File: config.mk
export PLATFORM = sky130hd
export DESIGN_NAME = lemming_monitor
export DESIGN_NICKNAME = d
export VERILOG_FILES = /design/src/rtl/lemming_monitor.sv
export SDC_FILE = /design/constraint.sdc
export NUM_CORES = 1
export LEC_CHECK = 0
export CAP_MARGIN = 5
export CELL_PAD_IN_SITES_DETAIL_PLACEMENT = 1
export CELL_PAD_IN_SITES_GLOBAL_PLACEMENT = 1
export CORE_MARGIN = 8
export CORE_UTILIZATION = 42
export DETAILED_ROUTE_END_ITERATION = 16
export PLACE_DENSITY_LB_ADDON = 0.2
export SETUP_SLACK_MARGIN = 0.05
export SLEW_MARGIN = 30
export SYNTH_ARGS = -nofsm -noshare
export SYNTH_HDL_FRONTEND = slang
export SYNTH_SLANG_ARGS = --single-unit
File: constraint.sdc
create_clock -name clk -period 2.8 [get_ports clk]
set_clock_uncertainty 0.15 [all_clocks]
set_input_delay 0.56 -clock clk [delete_from_list [all_inputs] [get_ports clk]]
set_output_delay 0.56 -clock clk [all_outputs]
set_load 0.02 [all_outputs]
File: src/rtl/lemming_monitor.sv
// Passive observer for the lemming behaviour FSM: tracks position, falls, turns and
// dig time from the one-hot status lines, and latches death and protocol faults.
module lemming_monitor #(
  parameter int POS_W = 8,
  parameter int CNT_W = 8
) (
  input  logic                    clk,
  input  logic                    areset,
  input  logic                    walk_left,
  input  logic                    walk_right,
  input  logic                    aaah,
  input  logic                    digging,
  output logic signed [POS_W-1:0] pos,
  output logic [CNT_W-1:0]        fall_len,
  output logic [CNT_W-1:0]        max_fall,
  output logic [CNT_W-1:0]        turn_count,
  output logic [CNT_W-1:0]        dig_cycles,
  output logic                    land_pulse,
  output logic                    splat_pulse,
  output logic                    turn_pulse,
  output logic                    dead,
  output logic                    fault
);

  typedef enum logic [2:0] {ST_WALK, ST_FALL, ST_DIG, ST_DEAD, ST_FAULT} state_t;
  typedef enum logic [2:0] {C_L, C_R, C_F, C_D, C_Z, C_M} sample_t;
  typedef enum logic {DIR_LEFT = 1'b0, DIR_RIGHT = 1'b1} dir_t;

  localparam logic signed [POS_W-1:0] POS_MAX = {1'b0, {(POS_W-1){1'b1}}};
  localparam logic signed [POS_W-1:0] POS_MIN = {1'b1, {(POS_W-1){1'b0}}};
  localparam logic signed [POS_W-1:0] POS_ONE = POS_W'(1);
  localparam logic [CNT_W-1:0]        CNT_ONE = CNT_W'(1);

  function automatic logic [CNT_W-1:0] sat_inc(input logic [CNT_W-1:0] v);
    return (&v) ? v : v + CNT_ONE;
  endfunction

  state_t                    state, state_nxt;
  sample_t                   cls;
  dir_t                      last_dir, last_dir_nxt;
  logic [CNT_W-1:0]          fall_ctr, fall_ctr_nxt;
  logic [CNT_W-1:0]          fall_len_nxt, max_fall_nxt, turn_count_nxt, dig_cycles_nxt;
  logic signed [POS_W-1:0]   pos_nxt;
  logic                      land_nxt, splat_nxt, turn_nxt, dead_nxt, fault_nxt;
  logic                      walk_step;

  always_comb begin
    case ({walk_left, walk_right, aaah, digging})
      4'b1000: cls = C_L;
      4'b0100: cls = C_R;
      4'b0010: cls = C_F;
      4'b0001: cls = C_D;
      4'b0000: cls = C_Z;
      default: cls = C_M;
    endcase
  end

  always_comb begin
    // NOTE: every value written here gets a default first, so no path leaves it unassigned and no latch is inferred.
    state_nxt      = state;
    pos_nxt        = pos;
    fall_ctr_nxt   = fall_ctr;
    fall_len_nxt   = fall_len;
    max_fall_nxt   = max_fall;
    turn_count_nxt = turn_count;
    dig_cycles_nxt = dig_cycles;
    last_dir_nxt   = last_dir;
    land_nxt       = 1'b0;
    splat_nxt      = 1'b0;
    turn_nxt       = 1'b0;
    dead_nxt       = dead;
    fault_nxt      = fault;
    walk_step      = 1'b0;

    case (state)
      ST_WALK: begin
        case (cls)
          C_L, C_R: walk_step = 1'b1;
          C_F: begin
            state_nxt    = ST_FALL;
            fall_ctr_nxt = CNT_ONE;
          end
          C_D: begin
            state_nxt      = ST_DIG;
            dig_cycles_nxt = sat_inc(dig_cycles);
          end
          C_Z: begin
            state_nxt = ST_DEAD;
            dead_nxt  = 1'b1;
          end
          default: begin
            state_nxt = ST_FAULT;
            fault_nxt = 1'b1;
          end
        endcase
      end
      ST_FALL: begin
        case (cls)
          C_F: fall_ctr_nxt = sat_inc(fall_ctr);
          C_L, C_R: begin
            state_nxt    = ST_WALK;
            walk_step    = 1'b1;
            land_nxt     = 1'b1;
            fall_len_nxt = fall_ctr;
            max_fall_nxt = (fall_ctr > max_fall) ? fall_ctr : max_fall;
          end
          C_Z: begin
            state_nxt    = ST_DEAD;
            dead_nxt     = 1'b1;
            splat_nxt    = 1'b1;
            fall_len_nxt = fall_ctr;
          end
          default: begin
            state_nxt = ST_FAULT;
            fault_nxt = 1'b1;
          end
        endcase
      end
      ST_DIG: begin
        case (cls)
          C_D: dig_cycles_nxt = sat_inc(dig_cycles);
          C_F: begin
            state_nxt    = ST_FALL;
            fall_ctr_nxt = CNT_ONE;
          end
          C_Z: begin
            state_nxt = ST_DEAD;
            dead_nxt  = 1'b1;
          end
          default: begin
            // A dig can only end in a fall or a death; walking out of it is illegal.
            state_nxt = ST_FAULT;
            fault_nxt = 1'b1;
          end
        endcase
      end
      default: ;
    endcase

    // Walking samples (including the landing one) move the lemming and may reverse it.
    if (walk_step) begin
      last_dir_nxt = (cls == C_R) ? DIR_RIGHT : DIR_LEFT;
      if (last_dir_nxt != last_dir) begin
        turn_nxt       = 1'b1;
        turn_count_nxt = sat_inc(turn_count);
      end
      if (cls == C_R) pos_nxt = (pos == POS_MAX) ? pos : pos + POS_ONE;
      else            pos_nxt = (pos == POS_MIN) ? pos : pos - POS_ONE;
    end
  end

  // NOTE: registers use non-blocking assignments so every flop samples the pre-edge values.
  always_ff @(posedge clk or posedge areset) begin
    if (areset) begin
      state       <= ST_WALK;
      pos         <= '0;
      fall_ctr    <= '0;
      fall_len    <= '0;
      max_fall    <= '0;
      turn_count  <= '0;
      dig_cycles  <= '0;
      last_dir    <= DIR_LEFT;
      land_pulse  <= 1'b0;
      splat_pulse <= 1'b0;
      turn_pulse  <= 1'b0;
      dead        <= 1'b0;
      fault       <= 1'b0;
    end else begin
      state       <= state_nxt;
      pos         <= pos_nxt;
      fall_ctr    <= fall_ctr_nxt;
      fall_len    <= fall_len_nxt;
      max_fall    <= max_fall_nxt;
      turn_count  <= turn_count_nxt;
      dig_cycles  <= dig_cycles_nxt;
      last_dir    <= last_dir_nxt;
      land_pulse  <= land_nxt;
      splat_pulse <= splat_nxt;
      turn_pulse  <= turn_nxt;
      dead        <= dead_nxt;
      fault       <= fault_nxt;
    end
  end

endmodule

**Word-level counts from Yosys, hierarchy flattened**

Cells that the tools add are included.

- Memory bits (writable): 0
- Logic and storage cells: 94
- Register bits after elaboration: 57
- Memories kept: 0
- Bits of input ports: 6
- Bits in latches: 0
- Memory bits (read-only): 0
- Output and inout port bits: 45

- Shift operators: 0
- Order comparisons: 1
- Mux-type cells: 24
- Divide/modulo/power cells: 0
- Eq/ne operators: 24
- Add/sub/neg operators: 5
- Multiply operators: 0
- Reduce and logical (&&, ||, !) cells: 25
- Bitwise gates (word level): 2

Operators by type and width:

| operator | number |
|---|---|
| $mux W8 | 6 |
| $pmux W3 S3 | 3 |
| $add A8 B1 Y8 const B | 3 |
| $reduce_and A8 Y1 | 3 |
| $ne A2 B2 Y1 const B | 10 |
| $eq A8 B8 Y1 const B | 2 |
| $pmux W8 S2 | 1 |
| $pmux W3 S5 | 1 |
| $pmux W3 S4 | 1 |
| $reduce_and A3 Y1 | 4 |
| $reduce_and A4 Y1 | 3 |
| $mux W1 | 11 |
| $eq A3 B2 Y1 const B | 3 |
| $reduce_or A3 Y1 | 3 |
| $add A8 B2 Y8 const B | 1 |
| $gt A8 B8 Y1 | 1 |
| $sub A8 B2 Y8 const B | 1 |
| $eq A3 B1 Y1 const B | 2 |
| $logic_not A3 Y1 | 2 |
| $reduce_or A2 Y1 | 3 |
| $reduce_or A5 Y1 | 1 |
| $eq A4 B1 Y1 const B | 1 |
| $eq A4 B2 Y1 const B | 1 |
| $eq A4 B3 Y1 const B | 1 |
| 11 further kinds | 13 |

**Logic depth before layout (Yosys ltp)**

- Depth after elaboration: 7
- Depth in mapped cells: 10

**Least setup slack after synthesis**

OpenSTA, ideal clock, no wires.

- Path kind: input port to flip-flop
- Start point: input digging
- End point: register pos[6]
- Setup time: 0.120 ns
- Arrival time: 2.679 ns
- Path buffers: 1
- Stages: 9
- Setup slack: -0.149 ns
- Cells stage by stage: clkbuf_1 nor2_1 nand3b_1 ha_1 nor2b_1 o31a_1 o21a_1 or3_1 a31o_2

- Word-level cells in the longest chain between the ends: 7

RTL lines:

| element | line | text |
|---|---|---|
| from (decl) | 12 | `input logic digging,` |
| $eq A4 B1 Y1 (tied with other cells) | 48 | `case ({walk_left, walk_right, aaah, digging})` |
| $pmux W3 S5 * | 48 |  |
| $eq A3 B1 Y1 / $logic_not A3 Y1 (equally long branches) | 77, 98, 147 |  |
| $reduce_or A2 Y1 | 77, 98 |  |
| $mux W1 | 77, 98 |  |
| $mux W1 | -- |  |
| $reduce_and A3 Y1 (no line) | -- |  |
| to (signal assigned) | 170 | `pos <= pos_nxt;` |
| to (decl) | 13 | `output logic signed [POS_W-1:0] pos,` |

Every way passes the cells marked *; elsewhere a longest branch is shown, timed or not.
A chain may end at the register's enable or synchronous reset.

**Worst setup path after layout**

- Start point: input walk_left
- End point: register pos[6]

- Word-level cells in the longest chain between the ends: 7

RTL lines:

| element | line | text |
|---|---|---|
| from (decl) | 9 | `input logic walk_left,` |
| $eq A4 B1 Y1 (tied with other cells) | 48 |  |
| $pmux W3 S5 * | 48 |  |
| $eq A3 B1 Y1 / $logic_not A3 Y1 (equally long branches) | 77, 98, 147 |  |
| $reduce_or A2 Y1 | 77, 98 |  |
| $mux W1 | 77, 98 |  |
| $mux W1 | -- |  |
| $reduce_and A3 Y1 (no line) | -- |  |

Marks and branches as above.

==> results.cfg <==
[status]
status = completed

[clock_tree]
clockRootBuffer = clkbuf_8
htree_levels = 3
clkTransAtPathRegs_ns = 0.06
cts_tree = done
cts_sinks = 57
ctsLongestPathBuffers = 2
cts_hold_buf = 0
numCtsBuffers = 9
clk_latency_ns = 0.34

[cells_and_area]
final_cell_mix = dfrtp_1 (57), clkdlybuf4s50_1 (48), buf_4 (29)
final_common_cell = dfrtp_1
drive_above_1_share = 0.213
nets = 400
final_area_um2 = 4150
fillers = 809
n_antenna_cell = 0
syn_to_final_growth_pct = 34.0

[yosys]
avgSynthCellArea_um2 = 10.5
syn-cell-area_um2 = 3100
ys_seq_elements = 57
yosysUniqueCellTypes = 54
synthFlopType = dfrtp_1
ys.warnings.count = 0
synthCells = 294
syn-num-nets = 318
yosysTopAreaCell = dfrtp_1
yosysTopAreaCellShare = 0.460
synth_area_leaders = dfrtp_1 (46%), ha_1 (6.9%), mux2_2 (6.2%)
synth_edf_count = 0
synth_async_sr_flop_share = 1.00
synth-seq-area-share = 0.460

[place]
port_buffers = 50
dp_hpwl_um = 5830
place_ws_ns = -0.278
placed_cell_area_um2 = 3930
routabilityCongestion = 0.844

[global_routing]
antenna_found_initial = 0
grt_pass1_wl_um = 14200
grt_remaining_overflow = 0
grtUsageTotal = 0.172
grt_max_degree = 39
grt_pass1_vias = 2879

[routing]
drtIter0Drc = 99
wl_per_cell_um = 16.9
dr.pass1.iters = 4
wl_um = 8090
via_per_inst = 5.41
ant_nets = 0
vias = 2590
drc = 0

[die]
die_w_um = 102
row_count = 31
pin_count = 51
coreArea_um2 = 7210
die_area_um2 = 10400
initial_utilization = 0.429
die_h_um = 102

[power]
p_leak_nw = 1.89
power_density_nw_per_um2 = 669
max-vdd-ir-drop_mv = 0.279
power_mw = 2.78

[timing]
slew_viol_final = 0
fin_tns_setup_ns = 0
rsz0062_at_grt = false
setup_viol = 0
finalCriticalPeriod_ns = 2.63
slew_headroom = 0.536
holdWs_ns = 0.321
worst_slack_ns = 0.175
max_freq_ghz = 0.381
period_share = 0.938
tightest_slew_ns = 0.687
hold_viol = 0

[worst_setup_path]
crit_path_end_kind = flip-flop
critPathMaxFanout = 8
timing_worst_setup_path_type = in -> reg
worstPathRequired_ns = 2.88
start_kind = input port
cp.arrival_ns = 2.70

[job]
cap_viol_max_count = 0

[min_path]
min_path_type = reg -> reg
## Yosys cell counts, types with 2 or more instances
cell	n
nor4_1	2
a211o_1	2
a21oi_1	14
nor2_1	17
nor2b_1	6
or2_2	3
dfrtp_1	57
xnor2_1	19
o41ai_1	2
ha_1	17
o21ai_0	11
xor2_1	6
nor3_1	3
nand2_1	19
nand3_1	9
and3_1	3
a31o_2	2
mux2i_1	4
a211oi_1	3
clkbuf_1	7
nand4_1	12
inv_1	22
a2111oi_0	2
mux2_2	17
or3_1	3
o21a_1	3
a31oi_1	2
## repair_timing
action,in CTS,in global routing
resized for setup,0,9
endpoints found under the setup margin,0,4
setup buffers,0,1
endpoints found under the hold margin,0,0
## stage by stage
| stage | std cells | util |
|---|---|---|
| global route | 479 | 0.575 |
| finish | 479 | 0.575 |
| detailed placement | 463 | 0.544 |
| floorplan | 294 | - |
| CTS | 478 | 0.571 |
| global placement | 463 | 0.544 |
## path summary, 6_finish.rpt
path                             start             to  slack (ns)  cells after the start
max in group asynchronous       areset    fall_len[0]        1.51                      3
max                          walk_left         pos[6]        0.17                      9
min reg2reg                      fault          fault        0.32                      1
min                              fault          fault        0.32                      1
max reg2reg                fall_ctr[1]    fall_ctr[5]        0.55                      7
min in group asynchronous       areset  turn_count[3]        0.42                      2
## worst max-delay path, stage by stage
cell and delay [ns]:
clkdlybuf4s50_1 0.41, nand3b_1 0.18, buf_6 0.16, ha_4 0.22, nor2b_1 0.15, o31a_1 0.27, o21a_1 0.19, or3_1 0.30
a31o_2 0.24
## flip-flops by register name, summed over array words and instances, names as in the netlist
name,flops
turn_pulse,1
turn_count,8
state,3
land_pulse,1
splat_pulse,1
dead,1
last_dir,1
fall_len,8
max_fall,8
fall_ctr,8
pos,8
fault,1
dig_cycles,8
## where the power goes
group          internal, mW  leakage [nW]  switching (mW)
clock network         0.452         0.102           0.322
registers             0.930         0.740           0.151
logic                 0.435          1.05           0.489
total                  1.82          1.89           0.961
## routing by layer
metal / part of all wire / vias to the layer above / global-route usage
li1: - / 1226 / -
met1: 0.43 / 1303 / 0.208
met2: 0.51 / 46 / 0.288
met3: 0.037 / 15 / 0.0334
met4: 0.021 / 0 / 0.0858
met5: 0 / - / 0
## logic make-up (layout without fill, tap and decap cells)
| kind of cell | count (synthesis) | after routing | share of synthesized area |
|---|---|---|---|
| mux | 21 | 21 | 0.0747 |
| fa+ha+maj | 18 | 18 | 0.0751 |
| compound gates | 59 | 59 | 0.141 |
| simple gates | 82 | 82 | 0.135 |
| flops | 57 | 57 | 0.460 |
| buf+inv | 32 | 118 | 0.0428 |
| xor+xnor | 25 | 25 | 0.0707 |
## area by class of cell
type | instances | area, µm² | area share
Inverter | 22 | 82.6 | 0.0199
Clock inverter | 3 | 40.0 | 0.00965
Timing Repair Buffer | 81 | 754 | 0.182
Multi-Input combinational cell | 205 | 1570 | 0.378
Clock buffer | 12 | 155 | 0.0374
Sequential cell | 57 | 1430 | 0.344
Tap cell | 99 | 124 | 0.0298
Note: power is estimated with default switching activity, not from simulation.
==> variant 1: new RTL, config.mk and constraints unchanged <==
Register the inputs `walk_left`, `walk_right`, `aaah` and `digging` before use, without a reset. The logic sees them one clock later.
--- a/src/rtl/lemming_monitor.sv
+++ b/src/rtl/lemming_monitor.sv
@@ -31,6 +31,18 @@
   localparam logic signed [POS_W-1:0] POS_ONE = POS_W'(1);
   localparam logic [CNT_W-1:0]        CNT_ONE = CNT_W'(1);
 
+  logic walk_left_q;
+  logic walk_right_q;
+  logic aaah_q;
+  logic digging_q;
+
+  always_ff @(posedge clk) begin
+    walk_left_q  <= walk_left;
+    walk_right_q <= walk_right;
+    aaah_q       <= aaah;
+    digging_q    <= digging;
+  end
+
   function automatic logic [CNT_W-1:0] sat_inc(input logic [CNT_W-1:0] v);
     return (&v) ? v : v + CNT_ONE;
   endfunction
@@ -45,7 +57,7 @@
   logic                      walk_step;
 
   always_comb begin
-    case ({walk_left, walk_right, aaah, digging})
+    case ({walk_left_q, walk_right_q, aaah_q, digging_q})
       4'b1000: cls = C_L;
       4'b0100: cls = C_R;
       4'b0010: cls = C_F;
Function: changed (Yosys sat finds a counterexample within 4 cycles, from zero or initial values and one cycle with areset high).
==> variant 1 against the original RTL <==
Final area decreased by 1.4%. Total power increased by 8.8%. Sequential cell count increased by 4. Via count decreased by 6.6%. Routed wire length decreased by 8.7%. Sequential power increased by 6%. Worst setup slack got worse by 0.015 ns. Synthesized area increased by 2.9%. Combinational power increased by 7.3%. Critical path depth decreased by 2. Hold slack got worse by 0.0029 ns. Largest cell class unchanged.
==> variant 1: results (changes against the original RTL) <==
- Layout cells sized above 1: 16.29% (was 21.32%)
- Multi-input gates: 203 (was 205)
- Critical path peak fanout: 8 (unchanged)
- Vias in the first global route: 2612 (was 2879)
- Worst hold margin: 0.3178 ns (was 0.3207 ns)
- Signal inverters: 13 (was 22)
- Area post-placement: 0.003862 mm2 (was 0.003925 mm2)
- Bufs w/o clock: 63 (was 81)
- CP max stage cell: or4b_4 (was clkdlybuf4s50_1)
- DR iter-0 viols: 57 (was 99)
- Min-Delay Startpoint: fault$_DFFE_PP0P_ (unchanged)
- Hold WC Path Type: reg -> reg (unchanged)
- Flop-to-flop setup slack: 0.16 ns (was 0.55 ns)
- Largest net degree at the start of global routing: 58 (was 39)
- DP Cell Count: 439 (was 463)
- Synth cell count leaders: dfrtp_1 (57), xnor2_1 (20), mux2_2 (19), a21oi_1 (18), ha_1 (18) (was dfrtp_1 (57), inv_1 (22), nand2_1 (19), xnor2_1 (19))
- Post-synthesis async set-or-reset flop share: 93.44% (was 100.0%)
- Sink Count: 61 (was 57)
- First-pass GRT wire length: 12530 um (was 14160 um)
- Critical path's top delay family: compound AO/OA/AOI/OAI gates (unchanged)
- Number of clock buffers in the layout: 12 (unchanged)
- Total track usage: 14.93% (was 17.24%)
- Max stage delay on crit path: 0.62 ns (was 0.41 ns)
- Fillers: 818 (was 809)
- Root buffer cell: clkbuf_8 (unchanged)
- Detailed Route WL: 7389 um (was 8094 um)
- Register area share after synthesis: 47.23% (was 46.04%)
- Placed wire-length estimate: 5415 um (was 5828 um)
- EDFF count, synth: 0 (unchanged)
- Nets: 376 (was 400)
- Register area: 0.001506 mm2 (was 0.001426 mm2)
- Hold Crit Depth: 1 (unchanged)
- Clock network share of area: 5.505% (was 4.703%)
- Worst path arrival time: 2.71 ns (was 2.70 ns)
- Cts bufs inserted: 9 (unchanged)
- Synth top area cells: dfrtp_1 (45%), ha_1 (7.1%), mux2_2 (6.7%) (was dfrtp_1 (46%), ha_1 (6.9%), mux2_2 (6.2%))
- Footprint of the multi-input gates: 0.001577 mm2 (was 0.001568 mm2)
- Post_cts resized: 1 (was 0)
- Worst-Skew Late Latency: ~0.33 ns
- Clock Pin Slew Worst Setup and Hold Paths: roughly 0.07 ns
- Worst r2r src: walk_left_q$_DFF_P_ (was fall_ctr[1]$_DFFE_PP0P_)
- WL/cell: 16.24 um (was 16.90 um)
- Status: complete, no violations (unchanged)
- Vias after detailed routing: 2420 (was 2590)
- GPL Wtd Cong: 0.7895 (was 0.8443)
- Syn_area_per_cell: 11.07 um2 (was 10.54 um2)
- CTS H-tree depth: 3 (unchanged)
- Critical R2R Capture: pos[6]$_DFFE_PP0P_ (was fall_ctr[5]$_DFFE_PP0P_)
- Synth Net Count: 313 (was 318)
- LEAKAGE: 1.774 nW (was 1.893 nW)
- Dpl ws: 0.03748 ns (was -0.2783 ns)
- Signal buf overhead: 14.92% (was 18.18%)
- PD cells: 738.6 mW/mm2 (was 669.4 mW/mm2)
- Worst vdd ir: 0.2592 mV (was 0.2791 mV)
- Worst-Margin Slew: 0.5420 ns (was 0.6869 ns)
- Cts hold-fix bufs: 0 (unchanged)
[variant 1: cell count changes in the layout (fill, tap and decap cells not counted), sizes merged, moves of 4 or more]
cell / delta
inv: -9
nor2b: -5
o211ai: +4
or3: -4
nand2: -6
buf: -18
dfxtp: +4
[variant 1: worst max-delay path by stage]
stage,slack [ns],startpoint,depth (start not counted),end
5_1_grt,0.06,walk_left_q$_DFF_P_,7,pos[7]$_DFFE_PP0P_
3_5_place_dp,0.04,walk_left_q$_DFF_P_,7,pos[6]$_DFFE_PP0P_
6_report,0.16,walk_left_q$_DFF_P_,7,pos[6]$_DFFE_PP0P_
4_1_cts,0.16,walk_left_q$_DFF_P_,7,pos[6]$_DFFE_PP0P_
3_3_place_gp,0.08,walk_left_q$_DFF_P_,7,pos[6]$_DFFE_PP0P_
2_1_floorplan,0.15,digging_q$_DFF_P_,9,pos[6]$_DFFE_PP0P_
[variant 1: kinds of logic after synthesis]
family	after synthesis	synth area share, %
adders and majority gates	19	7.689
AOI/OAI and AO/OA	54	11.73
DFF	61	47.23
and+or+nand+nor	80	14.01
muxes	21	7.336
buffers and inverters	24	3.452
xor gates and xnor gates	29	8.553
[variant 1: routing by layer]
| metal | GRT usage, % | vias to the layer above | part of all wire (%) |
|---|---|---|---|
| met5 | 0 | - | 0 |
| met4 | 6.229 | 0 | 1.8 |
| met3 | 3.174 | 10 | 4.5 |
| met2 | 24.12 | 45 | 48 |
| met1 | 18.91 | 1198 | 45 |
| li1 | - | 1167 | - |
[variant 1: where the power goes]
part	leakage, nW	switching [mW]	internal, mW
Combinational	0.857	0.512	0.478
Clock	0.116	0.333	0.547
Sequential	0.801	0.160	0.991
Total	1.77	1.01	2.02
==> variant 2: new RTL, config.mk and constraints unchanged <==
Made on the original files. `CNT_W`: 8 -> 9.
--- a/src/rtl/lemming_monitor.sv
+++ b/src/rtl/lemming_monitor.sv
@@ -2,7 +2,7 @@
 // dig time from the one-hot status lines, and latches death and protocol faults.
 module lemming_monitor #(
   parameter int POS_W = 8,
-  parameter int CNT_W = 8
+  parameter int CNT_W = 9
 ) (
   input  logic                    clk,
   input  logic                    areset,
Interface: changed (resized dig_cycles, fall_len, max_fall and turn_count); port bits go from 51 to 55. No check against the original RTL was run, so the function may have changed too.
==> variant 2 against the original RTL <==
Sequential cell count is 5 higher. Routed wire length is 7.8% higher. Hold slack better by 0.0049 ns. Worst setup slack worse by 0.11 ns. Total power is 13% higher. Final area is 7.7% higher. Synthesized area is 8.1% higher. Largest cell class unchanged.
==> variant 2: results (changes against the original RTL) <==
- DP Cell Count: 483 (was 463)
- Post-synthesis async set-or-reset flop share: 100.0% (unchanged)
- Largest net degree at the start of global routing: 44 (was 39)
- Grt ovf: 0 (unchanged)
- Worst hold margin: 0.3257 ns (was 0.3207 ns)
- Worst vdd ir: 0.3126 mV (was 0.2791 mV)
- Synth cell count leaders: dfrtp_1 (62), mux2_2 (26), nand2_1 (22), ha_1 (21), o21ai_0 (19) (was dfrtp_1 (57), inv_1 (22), nand2_1 (19), xnor2_1 (19))
- Clock Pin Slew Worst Setup and Hold Paths: around 0.07 ns
- R2R depth: 7 (unchanged)
- Hold Crit Depth: 1 (unchanged)
- WL/cell: 17.49 um (was 16.90 um)
- Yosys warnings: 0 (unchanged)
- Critical path peak fanout: 8 (unchanged)
- GPL Wtd Cong: 0.8082 (was 0.8443)
- Yosys cell types: 52 (was 54)
- First-pass GRT wire length: 14930 um (was 14160 um)
- Routed vias/inst: 5.401 (was 5.407)
- Layout Cells excl Fill: 499 (was 479)
- Worst r2r src: fall_ctr[4]$_DFFE_PP0P_ (was fall_ctr[1]$_DFFE_PP0P_)
- Ant diodes: 0 (unchanged)
- Ys flop type: dfrtp_1 (unchanged)
- Synth Net Count: 336 (was 318)
- Synth Instances: 308 (was 294)
- Hold WC Path Type: reg -> reg (unchanged)
- Initial antenna violation count: 0 (unchanged)
- Nets: 422 (was 400)
- Area post-placement: 0.004205 mm2 (was 0.003925 mm2)
- Placed wire-length estimate: 6268 um (was 5828 um)
- Worst Setup SP: walk_right (was walk_left)
- LEAKAGE: 1.996 nW (was 1.893 nW)
- Layout cells sized above 1: 23.43% (was 21.32%)
- Total track usage: 16.23% (was 17.24%)
- Cell taking the most area after synthesis: dfrtp_1 (unchanged)
- Status: complete, no violations (unchanged)
- Critical R2R Capture: max_fall[0]$_DFFE_PP0P_ (was fall_ctr[5]$_DFFE_PP0P_)
- Register area share after synthesis: 46.34% (was 46.04%)
- DR iter-0 viols: 52 (was 99)
- Flop-to-flop setup slack: 0.47 ns (was 0.55 ns)
- TritonRoute pass-1 iters: 4 (unchanged)
- Vias in the first global route: 3005 (was 2879)
- Synth top area cells: dfrtp_1 (46%), mux2_2 (8.7%), ha_1 (7.8%) (was dfrtp_1 (46%), ha_1 (6.9%), mux2_2 (6.2%))
- Min-Delay Startpoint: fault$_DFFE_PP0P_ (unchanged)
- Synth-to-Final Area Change: 33.45% (was 33.97%)
- Buffers on Ports: 54 (was 50)
- Worst-Margin Slew: 0.4930 ns (was 0.6869 ns)
[variant 2: changes by cell type after synthesis, sizes merged, moves of 3 or more]
cell / before / now
a2111oi: 3 / 0
and3: 3 / 6
dfrtp: 57 / 62
ha: 17 / 21
inv: 22 / 16
mux2: 17 / 26
nand2: 19 / 22
nand2b: 0 / 4
nor2b: 6 / 3
nor3: 3 / 6
o21ai: 11 / 20
xnor2: 19 / 15
[variant 2: routing by layer]
metal	vias up	GRT usage, %	share of wire (%)
met3	9	4.324	4.6
li1	1282	-	-
met2	50	28.28	52
met1	1354	19.19	42
met5	-	0	0
met4	0	4.485	1.1
[variant 2: kinds of logic after synthesis]
family / synth area share [%]
AND/OR/NAND/NOR: 15.96
flip-flops: 46.34
AO/OA/AOI/OAI: 10.95
multiplexers: 9.342
buffers and inverters: 2.952
XOR/XNOR: 6.017
adder cells (fa/ha/maj): 8.445
[variant 2: how the worst max path moves through the flow]
stage | endpoint | slack [ns] | depth (start not counted)
4_1_cts | pos[7]$_DFFE_PP0P_ | 0.07 | 9
3_5_place_dp | pos[7]$_DFFE_PP0P_ | -0.40 | 9
6_report | pos[7]$_DFFE_PP0P_ | 0.07 | 10
3_3_place_gp | pos[7]$_DFFE_PP0P_ | -0.27 | 9
2_1_floorplan | pos[7]$_DFFE_PP0P_ | 0.07 | 9
5_1_grt | pos[7]$_DFFE_PP0P_ | -0.13 | 10
[variant 2: final cells by class]
type	instances	area, um2
clock inverters	1	5.005
inverters	16	60.06
repair buffers	83	790.8
flip-flops and latches	62	1551
multi-input cells	222	1764
clock buffers	13	168.9
fillers	868	3259
well taps	102	127.6
[variant 2: power by group]
part           switching, mW  internal, mW
sequential             0.191         0.999
clock                  0.337         0.384
combinational          0.603         0.623
total                   1.13          2.01
[variant 2: timing repair]
item                                    4_1_cts  5_1_grt
endpoints found under the setup margin        4        5
setup buffers                                 1        1
pin swaps                                     0        1
resized for setup                             3       13
hold buffers                                  0        0
[variant 2: metrics by stage]
step                util (%)  worst slack [ns]
floorplan                  -           0.07293
finish                 57.82           0.06531
detailed placement     54.42           -0.3965
CTS                    56.93           0.07456
global placement       54.42           -0.2653
global route           57.82           -0.1258
[variant 2: worst max-delay path: stages]
cell	delay, ns
clkdlybuf4s50_1	0.49
nor4b_4	0.25
inv_2	0.17
buf_4	0.17
ha_1	0.19
a21oi_2	0.18
a211oi_2	0.09
or3_1	0.39
a21oi_2	0.15
xor2_1	0.18
